[src/rtl/conv_mem_sequencer.sv]
// conv_mem_sequencer: runs one 3x3 filter over a 4x4 input held in the shared
// main memory and writes the four saturated 2x2 results into a chosen output
// region. The filter is fetched once into local registers. Each output pixel
// then streams nine input reads through a multiply-accumulate, followed by one
// write. All memory-side outputs are registered.
module conv_mem_sequencer #(
  parameter int DATA_W = 8,
  parameter int ACC_W  = 20
) (
  input  logic              clk,
  input  logic              rst,
  input  logic              start,
  input  logic [1:0]        bank_sel,
  input  logic [DATA_W-1:0] mem_out_A,
  input  logic [DATA_W-1:0] mem_out_F,
  output logic [5:0]        mem_addr,
  output logic [DATA_W-1:0] mem_data,
  output logic [1:0]        en_INPUT,
  output logic [1:0]        en_FILTER,
  output logic [1:0]        en_OUT1,
  output logic [1:0]        en_OUT2,
  output logic [1:0]        en_OUT3,
  output logic              busy,
  output logic              done,
  output logic              err
);

  localparam logic [1:0]       EN_OFF  = 2'b00;
  localparam logic [1:0]       EN_RD   = 2'b10;
  localparam logic [1:0]       EN_WR   = 2'b11;
  localparam logic [ACC_W-1:0] SAT_MAX = ACC_W'((1 << DATA_W) - 1);

  typedef enum logic [1:0] {S_IDLE, S_LOAD_F, S_CONV, S_DONE} state_t;

  state_t            state;
  // LOAD_F: 0..8 issue filter reads, 9 drain.
  // CONV:   0..8 issue taps, 9 drain, 10 write.
  logic [3:0]        cnt;
  logic [1:0]        pix;
  logic [1:0]        bank;
  logic [DATA_W-1:0] f_reg [9];
  logic [ACC_W-1:0]  acc;

  // Read data always belongs to the tap issued one cycle earlier.
  logic [3:0]          tap_rd;
  logic [DATA_W-1:0]   f_cur;
  logic [2*DATA_W-1:0] prod;
  logic [ACC_W-1:0]    acc_nxt;
  logic [DATA_W-1:0]   sat_nxt;

  assign tap_rd  = cnt - 4'd1;
  assign f_cur   = (tap_rd < 4'd9) ? f_reg[tap_rd] : '0;
  assign prod    = {{DATA_W{1'b0}}, mem_out_A} * {{DATA_W{1'b0}}, f_cur};
  assign acc_nxt = acc + ACC_W'(prod);
  // The write data is built from acc_nxt. That lets the write issue in the
  // cycle right after the final tap's data arrives.
  assign sat_nxt = (acc_nxt > SAT_MAX) ? '1 : acc_nxt[DATA_W-1:0];

  // Input address of tap k = 3i+j for pixel p = 2r+c is (r+i)*4 + (c+j).
  function automatic logic [5:0] tap_addr(input logic [1:0] p, input logic [3:0] k);
    logic [5:0] off;
    case (k)
      4'd0:    off = 6'd0;
      4'd1:    off = 6'd1;
      4'd2:    off = 6'd2;
      4'd3:    off = 6'd4;
      4'd4:    off = 6'd5;
      4'd5:    off = 6'd6;
      4'd6:    off = 6'd8;
      4'd7:    off = 6'd9;
      default: off = 6'd10;
    endcase
    return {3'b000, p[1], 1'b0, p[0]} + off;
  endfunction

  // Sequencer FSM. All bus outputs are registered, and default to idle every cycle.
  always_ff @(posedge clk or negedge rst) begin
    if (!rst) begin
      state     <= S_IDLE;
      cnt       <= '0;
      pix       <= '0;
      bank      <= '0;
      acc       <= '0;
      for (int i = 0; i < 9; i++) f_reg[i] <= '0;
      mem_addr  <= '0;
      mem_data  <= '0;
      en_INPUT  <= EN_OFF;
      en_FILTER <= EN_OFF;
      en_OUT1   <= EN_OFF;
      en_OUT2   <= EN_OFF;
      en_OUT3   <= EN_OFF;
      busy      <= 1'b0;
      done      <= 1'b0;
      err       <= 1'b0;
    end else begin
      done      <= 1'b0;
      err       <= 1'b0;
      mem_addr  <= '0;
      mem_data  <= '0;
      en_INPUT  <= EN_OFF;
      en_FILTER <= EN_OFF;
      en_OUT1   <= EN_OFF;
      en_OUT2   <= EN_OFF;
      en_OUT3   <= EN_OFF;
      case (state)
        S_IDLE: begin
          if (start) begin
            if (bank_sel == 2'd3) begin
              err <= 1'b1;
            end else begin
              state     <= S_LOAD_F;
              bank      <= bank_sel;
              cnt       <= '0;
              busy      <= 1'b1;
              mem_addr  <= 6'd16;
              en_FILTER <= EN_RD;
            end
          end
        end
        S_LOAD_F: begin
          if (cnt != 4'd0) f_reg[tap_rd] <= mem_out_F;
          if (cnt == 4'd9) begin
            state    <= S_CONV;
            cnt      <= '0;
            pix      <= '0;
            mem_addr <= tap_addr(2'd0, 4'd0);
            en_INPUT <= EN_RD;
          end else begin
            cnt <= cnt + 4'd1;
            if (cnt != 4'd8) begin
              mem_addr  <= 6'd17 + {2'b00, cnt};
              en_FILTER <= EN_RD;
            end
          end
        end
        S_CONV: begin
          if (cnt == 4'd0)       acc <= '0;
          else if (cnt <= 4'd9)  acc <= acc_nxt;
          if (cnt < 4'd8) begin
            cnt      <= cnt + 4'd1;
            mem_addr <= tap_addr(pix, cnt + 4'd1);
            en_INPUT <= EN_RD;
          end else if (cnt == 4'd8) begin
            cnt <= 4'd9;
          end else if (cnt == 4'd9) begin
            cnt      <= 4'd10;
            mem_addr <= 6'd25 + {2'b00, bank, 2'b00} + {4'b0000, pix};
            mem_data <= sat_nxt;
            case (bank)
              2'd0:    en_OUT1 <= EN_WR;
              2'd1:    en_OUT2 <= EN_WR;
              default: en_OUT3 <= EN_WR;
            endcase
          end else if (pix == 2'd3) begin
            state <= S_DONE;
            busy  <= 1'b0;
            done  <= 1'b1;
          end else begin
            pix      <= pix + 2'd1;
            cnt      <= '0;
            mem_addr <= tap_addr(pix + 2'd1, 4'd0);
            en_INPUT <= EN_RD;
          end
        end
        S_DONE:  state <= S_IDLE;
        default: state <= S_IDLE;
      endcase
    end
  end

endmodule
[config.mk]
export PLATFORM = sky130hd
export DESIGN_NAME = conv_mem_sequencer
export DESIGN_NICKNAME = d
export VERILOG_FILES = /design/src/rtl/conv_mem_sequencer.sv
export SDC_FILE = /design/constraint.sdc
export NUM_CORES = 1
export LEC_CHECK = 0
export CAP_MARGIN = 10
export CORE_ASPECT_RATIO = 1.4
export CORE_MARGIN = 2
export CORE_UTILIZATION = 59
export CTS_CLUSTER_DIAMETER = 120
export DETAILED_ROUTE_END_ITERATION = 12
export DONT_BUFFER_PORTS = 1
export PLACE_DENSITY = 0.78
export SLEW_MARGIN = 20
export SYNTH_ARGS = -nofsm -noshare
export SYNTH_HDL_FRONTEND = slang
export SYNTH_SLANG_ARGS = --single-unit
[constraint.sdc]
create_clock -name clk -period 7.4 [get_ports clk]
set_input_delay 1.85 -clock clk [delete_from_list [all_inputs] [get_ports clk]]
set_output_delay 1.85 -clock clk [all_outputs]
set_load 0.05 [all_outputs]
* Word-level counts from Yosys, hierarchy flattened
Memories as Yosys holds them, arrays and structs flattened. Cells that the tools add are included.
Operators by class: equality and inequality tests 18, mux-type cells 94, reductions and logical operators 17, $add $sub $neg 9, order comparisons 6, $mul 1, bitwise operators 2
Operators by type and width (count):
- $mux 6 | 14
- $bwmux 72 | 1
- $mux 2 | 36
- $mux 8 | 9
- $mux 20 | 2
- $bmux 8 s4 | 1
- $demux 8 s4 | 1
- $mux 4 | 7
- $add 20x16->20 | 1
- $gt 20x8->1 const B | 1
- $pmux 6 s3 | 1
- $mul 8x8->16 | 1
- $ne 2x2->1 const B | 8
- $mux 1 | 14
- $reduce_and 7->1 | 2
- $add 3x6->6 | 2
- $add 5x4->6 const A | 2
- $pmux 2 s2 | 3
- $pmux 4 s3 | 1
- $mux 5 | 2
- $eq 2x2->1 const B | 4
- $eq 4x4->1 const B | 2
- $lt 4x4->1 const B | 2
- $pmux 2 s4 | 1
- 24 further kinds | 29
Word-level totals: memories kept 1, logic and storage cells 172, flip-flop bits (word level) 129, output and inout bits 27, bits in read-only memories 32
Memories:
- (no name shown) | words 8, bits a word 4, read ports 1, clocked after memory_dff 0, wr ports 0, line 62 | case (k)

* Logic depth before layout (Yosys ltp)
depth in word-level cells 14, mapped depth 26

* Least setup slack after synthesis
Ideal clock, no wire load.
path type register to register, start register cnt[0], end register mem_data[5], library setup time 0.142 ns, buffers on the path 3, required time 7.258 ns, arrival 6.768 ns, slack 0.490 ns, period minus slack after synthesis 6.910 ns, cell stages (with the launch flop) 26, cells stage by stage dfrtp_1 > buf_2 > buf_2 > inv_1 > ha_1 > clkbuf_1 > mux4_2 > o21ai_0 > a21oi_1 > and2_1 > fa_1 > inv_1 > fa_1 > inv_1 > fa_1 > inv_1 > fa_1 > inv_1 > ha_1 > a21o_1 > a31o_2 > or3_1 > o22ai_1 > o2111ai_1 > nor4_4 > a31oi_1
Between the ends: word-level cells in the longest chain between the ends 14, elaborated cells on any way between the ends 18, classes of those cells add/sub: 2; mul: 1; order compare: 3; eq/ne: 2; mux: 9; bitwise: 1
Ends and longest elaborated chain:
- start, declared | line 38 | logic [3:0] cnt;
- start signal, assigned | line 129 | cnt <= cnt + 4'd1;
- start signal, assigned | line 140 | cnt <= cnt + 4'd1;
- $sub 4x1->4 | line 51 | assign tap_rd = cnt - 4'd1;
- $not 4->5 (not written as such) | line 52 | assign f_cur = (tap_rd < 4'd9) ? f_reg[tap_rd] : '0;
- $bmux 8 s4 | line 52
- $mux 8 (not written as such) (2 in series) | line 52
- $mux 8 | line 52
- $mul 8x8->16 | line 53 | assign prod = {{DATA_W{1'b0}}, mem_out_A} * {{DATA_W{1'b0}}, f_cur};
- $add 20x16->20 | line 54 | assign acc_nxt = acc + ACC_W'(prod);
- $gt 20x8->1 | line 57 | assign sat_nxt = (acc_nxt > SAT_MAX) ? '1 : acc_nxt[DATA_W-1:0];
- $mux 8 | line 57
- $mux 8 | line 145 | end else if (cnt == 4'd9) begin
- $mux 8 | line 143 | end else if (cnt == 4'd8) begin
- $mux 8 * | line 139 | if (cnt < 4'd8) begin
- $mux 8 * | line 105 | case (state)
- end signal, assigned | line 148 | mem_data <= sat_nxt;
- end, declared | line 17 | output logic [DATA_W-1:0] mem_data,
Mark *: on every way between the ends. The rest lies on a longest branch, timed or not. The select of a mux whose other input is x is not followed. A chain may end at the register's enable or synchronous reset.

* Worst setup path in the final report
start register cnt[1], end register mem_data[5]
Same word-level chain as after synthesis.

==> key figures <==
Clock network
  – Hold Buf Count CTS: 0
  – Total number of H-tree levels: 4
  – Clk_lat worst skew: 0.42 ns
  – CTS sink count: 124
  – Clk buf depth: 2
  – Clock transition at path regs: about 0.060 ns
  – Clk Tree Root Cell: clkbuf_16
  – CTS tree: built
  – CTS Buf Count: 17

Drt
  – Routed WL: 20,100 µm
  – Post-DR vias/cell: 5.91
  – Wire length per cell: 19.4 µm
  – DR top layer: met4
  – Met3 Wirelength: 868 µm
  – Drt drc: 0
  – DRT iter0 DRCs: 391
  – Met2 WL: 11,300 µm
  – Total number of vias: between 6,000 and 7,000
  – DR pass1 iterations: 5
  – Antenna-violating nets left: 0
  – M1 WL: 7540 µm

STA
  – Max Fclk: 143 MHz
  – Fin crit period: 7.00 ns
  – Final period util: 0.946
  – Worst rel slew slack: 0.373
  – Final Skew: 0.0141 ns
  – Setup TNS: 0 ns
  – Final number of max-transition violations: 0
  – Worst slew pin tran: 0.931 ns
  – Unrepaired setup endpoints after global routing: false
  – Hold Fails Final Rpt: 0
  – Final setup fails: 0

GRT
  – Largest net degree at the start of global routing: 125
  – Vias in the first global route: 6,652
  – Gr ovfl total: 0
  – Initial antenna violation count: 0
  – Global Route Usage Sum: 0.271
  – First-pass GRT wire length: 33,100 µm

Synth
  – Yosys Warn Count: 0
  – Synth Flop Type: dfrtp_1
  – EDFF count, synth: 0
  – Register area share after synthesis: 0.357
  – Seq cells post-synth: 124
  – Post-Synthesis Cells: 832
  – Avg Cell Area, Syn: between 10 and 15 µm²
  – Netlist cell types: 63
  – Synthesized area: just under 9000 µm²
  – Fraction of registers with async set/reset: 1.00

Worst setup path
  – CP delay by family, top: adder cells
  – Startpoint type of the worst setup path: flip-flop
  – Largest stage delay on the critical path: 0.55 ns
  – Crit-path slowest cell: fa_1
  – Buf/Inv on CP: 6
  – Critical Path RT: between 7 and 8 ns
  – Crit path kind: reg -> reg
  – Crit path max fanout: 10
  – Worst EP arrival: 7.26 ns
  – Worst setup EP type: flip-flop
  – Cell Chain, Critical Path: inv_1, ha_1, buf_4, mux4_2, mux2i_1, a21oi_1, buf_4, and2_1, fa_1, fa_1, fa_1, inv_1, fa_1, inv_1, ha_1, and3_2, a221oi_4, o2111ai_1, a21oi_2, o21ai_1, nor4_4, buf_4, a31oi_1
  – Most used cell along the critical path: fa_1

Layout
  – Commonest non-fill, non-tap cells in the layout: dfrtp_1, inv_1, nand2_1
  – # nets final: 964
  – Fill cell count: 1,100
  – Commonest non-fill, non-tap cell in the layout: dfrtp_1
  – Layout cell share with drive strength beyond 1: 0.186
  – N_diodes: 0
  – Max reg flops: 72
  – Layout area overhead: 9.40%

Status
  – Status: completed

Floorplanning
  – Die H: 148 µm
  – Site row count: 52
  – Initial Util: 0.603
  – I/O pins: 48
  – Chip width: ~110 µm
  – Die area: 15,800 µm²
  – Core ar.: 14,400 µm²

Power and ir drop
  – Pwr/cell area: 431 nW/µm²
  – Leak: 4.48 nW
  – Tot Pwr: 4.10 mW
  – Worst vdd ir: 0.242 mV

Placed design
  – Post-DP HPWL: 14,800 µm
  – GP Congestion: 0.920
  – PortBufs: 0

Flow run
  – Max Cap Violations: 0

Min path
  – Tightest Hold Check Type: reg -> reg
==> tightest hold or removal path, delay by kind of cell, from the launching register on <==
kind / cells / cell delay (ns)
compound gates: 1 / 0.06
simple gates: 1 / 0.05
flops: 1 / 0.35
==> synth_stat cells, types with 6 or more instances <==
cell      number  area, µm²
o21ai_0       36        180
mux2_2        74        833
nand2_1       79        297
a31oi_1       10       62.6
xnor2_1       11       96.3
xor2_1         7       61.3
mux4_2        16        360
inv_1        108        405
and2_1        41        257
mux2i_1        6       60.1
and3_1         6       37.5
clkbuf_1      12       45.0
a211oi_1       6       45.0
nor2_1        38        143
ha_1          57        713
nand2b_1       7       43.8
a21oi_1       37        185
fa_1          50       1000
dfrtp_1      124       3100
nand3_1       11       55.1
nor3_1         9       45.0
buf_4          7       52.6
==> routing by layer <==
| layer | global-route usage | up-vias |
|---|---|---|
| li1 | - | 2827 |
| met1 | 0.305 | 3118 |
| met2 | 0.503 | 153 |
| met3 | 0.0564 | 37 |
| met4 | 0.0974 | 0 |
| met5 | 0 | - |
==> power by group <==
group | total, mW | internal, mW | switching (mW)
clock network | 0.850 | 0.538 | 0.312
registers | 0.936 | 0.808 | 0.128
logic | 2.32 | 0.946 | 1.37
==> cells by family after synthesis <==
group                    count (synthesis)  share of synthesized area
AND/OR/NAND/NOR                        213                      0.120
multiplexers                            96                      0.144
buffers and inverters                  136                     0.0625
adder cells (fa/ha/maj)                107                      0.197
flip-flops                             124                      0.357
AO/OA/AOI/OAI                          137                      0.101
XOR/XNOR                                18                     0.0181
other                                    1                   0.000431
==> final timing paths <==
path                                     start  slack [ns]  cells after the start               endpoint
max in group asynchronous                  rst        6.07                      0     acc[9]$_DFFE_PN0P_
min reg2reg                acc[10]$_DFFE_PN0P_        0.50                      2    acc[10]$_DFFE_PN0P_
max reg2reg                 cnt[1]$_DFFE_PN0P_        0.40                     23  mem_data[5]$_DFF_PN0_
min                        acc[10]$_DFFE_PN0P_        0.50                      2    acc[10]$_DFFE_PN0P_
max                         cnt[1]$_DFFE_PN0P_        0.40                     23  mem_data[5]$_DFF_PN0_
min in group asynchronous                  rst        1.13                      0   state[0]$_DFFE_PN0P_
==> through the flow <==
| stage | setup slack, ns | hold WS (ns) | cell area (µm²) | instances | utilization |
|---|---|---|---|---|---|
| floorplan | 0.490 | 0.449 | 8710 | 833 | - |
| global placement | 0.557 | 0.469 | 8890 | 1005 | 0.615 |
| detailed placement | 0.343 | 0.484 | 8890 | 1005 | 0.615 |
| CTS | 0.265 | 0.499 | 9490 | 1037 | 0.657 |
| global route | 0.0225 | 0.512 | 9520 | 1038 | 0.659 |
| finish | 0.400 | 0.495 | 9520 | 1038 | 0.659 |
==> cell type report <==
cell class / instances / area, µm² / area share
clock inverters: 14 / 168 / 0.0176
clock buffers: 18 / 439 / 0.0461
repair buffers: 12 / 90.1 / 0.00946
multi-input cells: 573 / 5080 / 0.534
well taps: 189 / 236 / 0.0248
inverters: 108 / 405 / 0.0426
flip-flops and latches: 124 / 3100 / 0.326
==> timing repair <==
| item | CTS | global route |
|---|---|---|
| gates resized for setup | 0 | 6 |
| setup endpoints to repair | 0 | 10 |
| setup buffers | 0 | 1 |
Power figures use the tool's default switching activity.
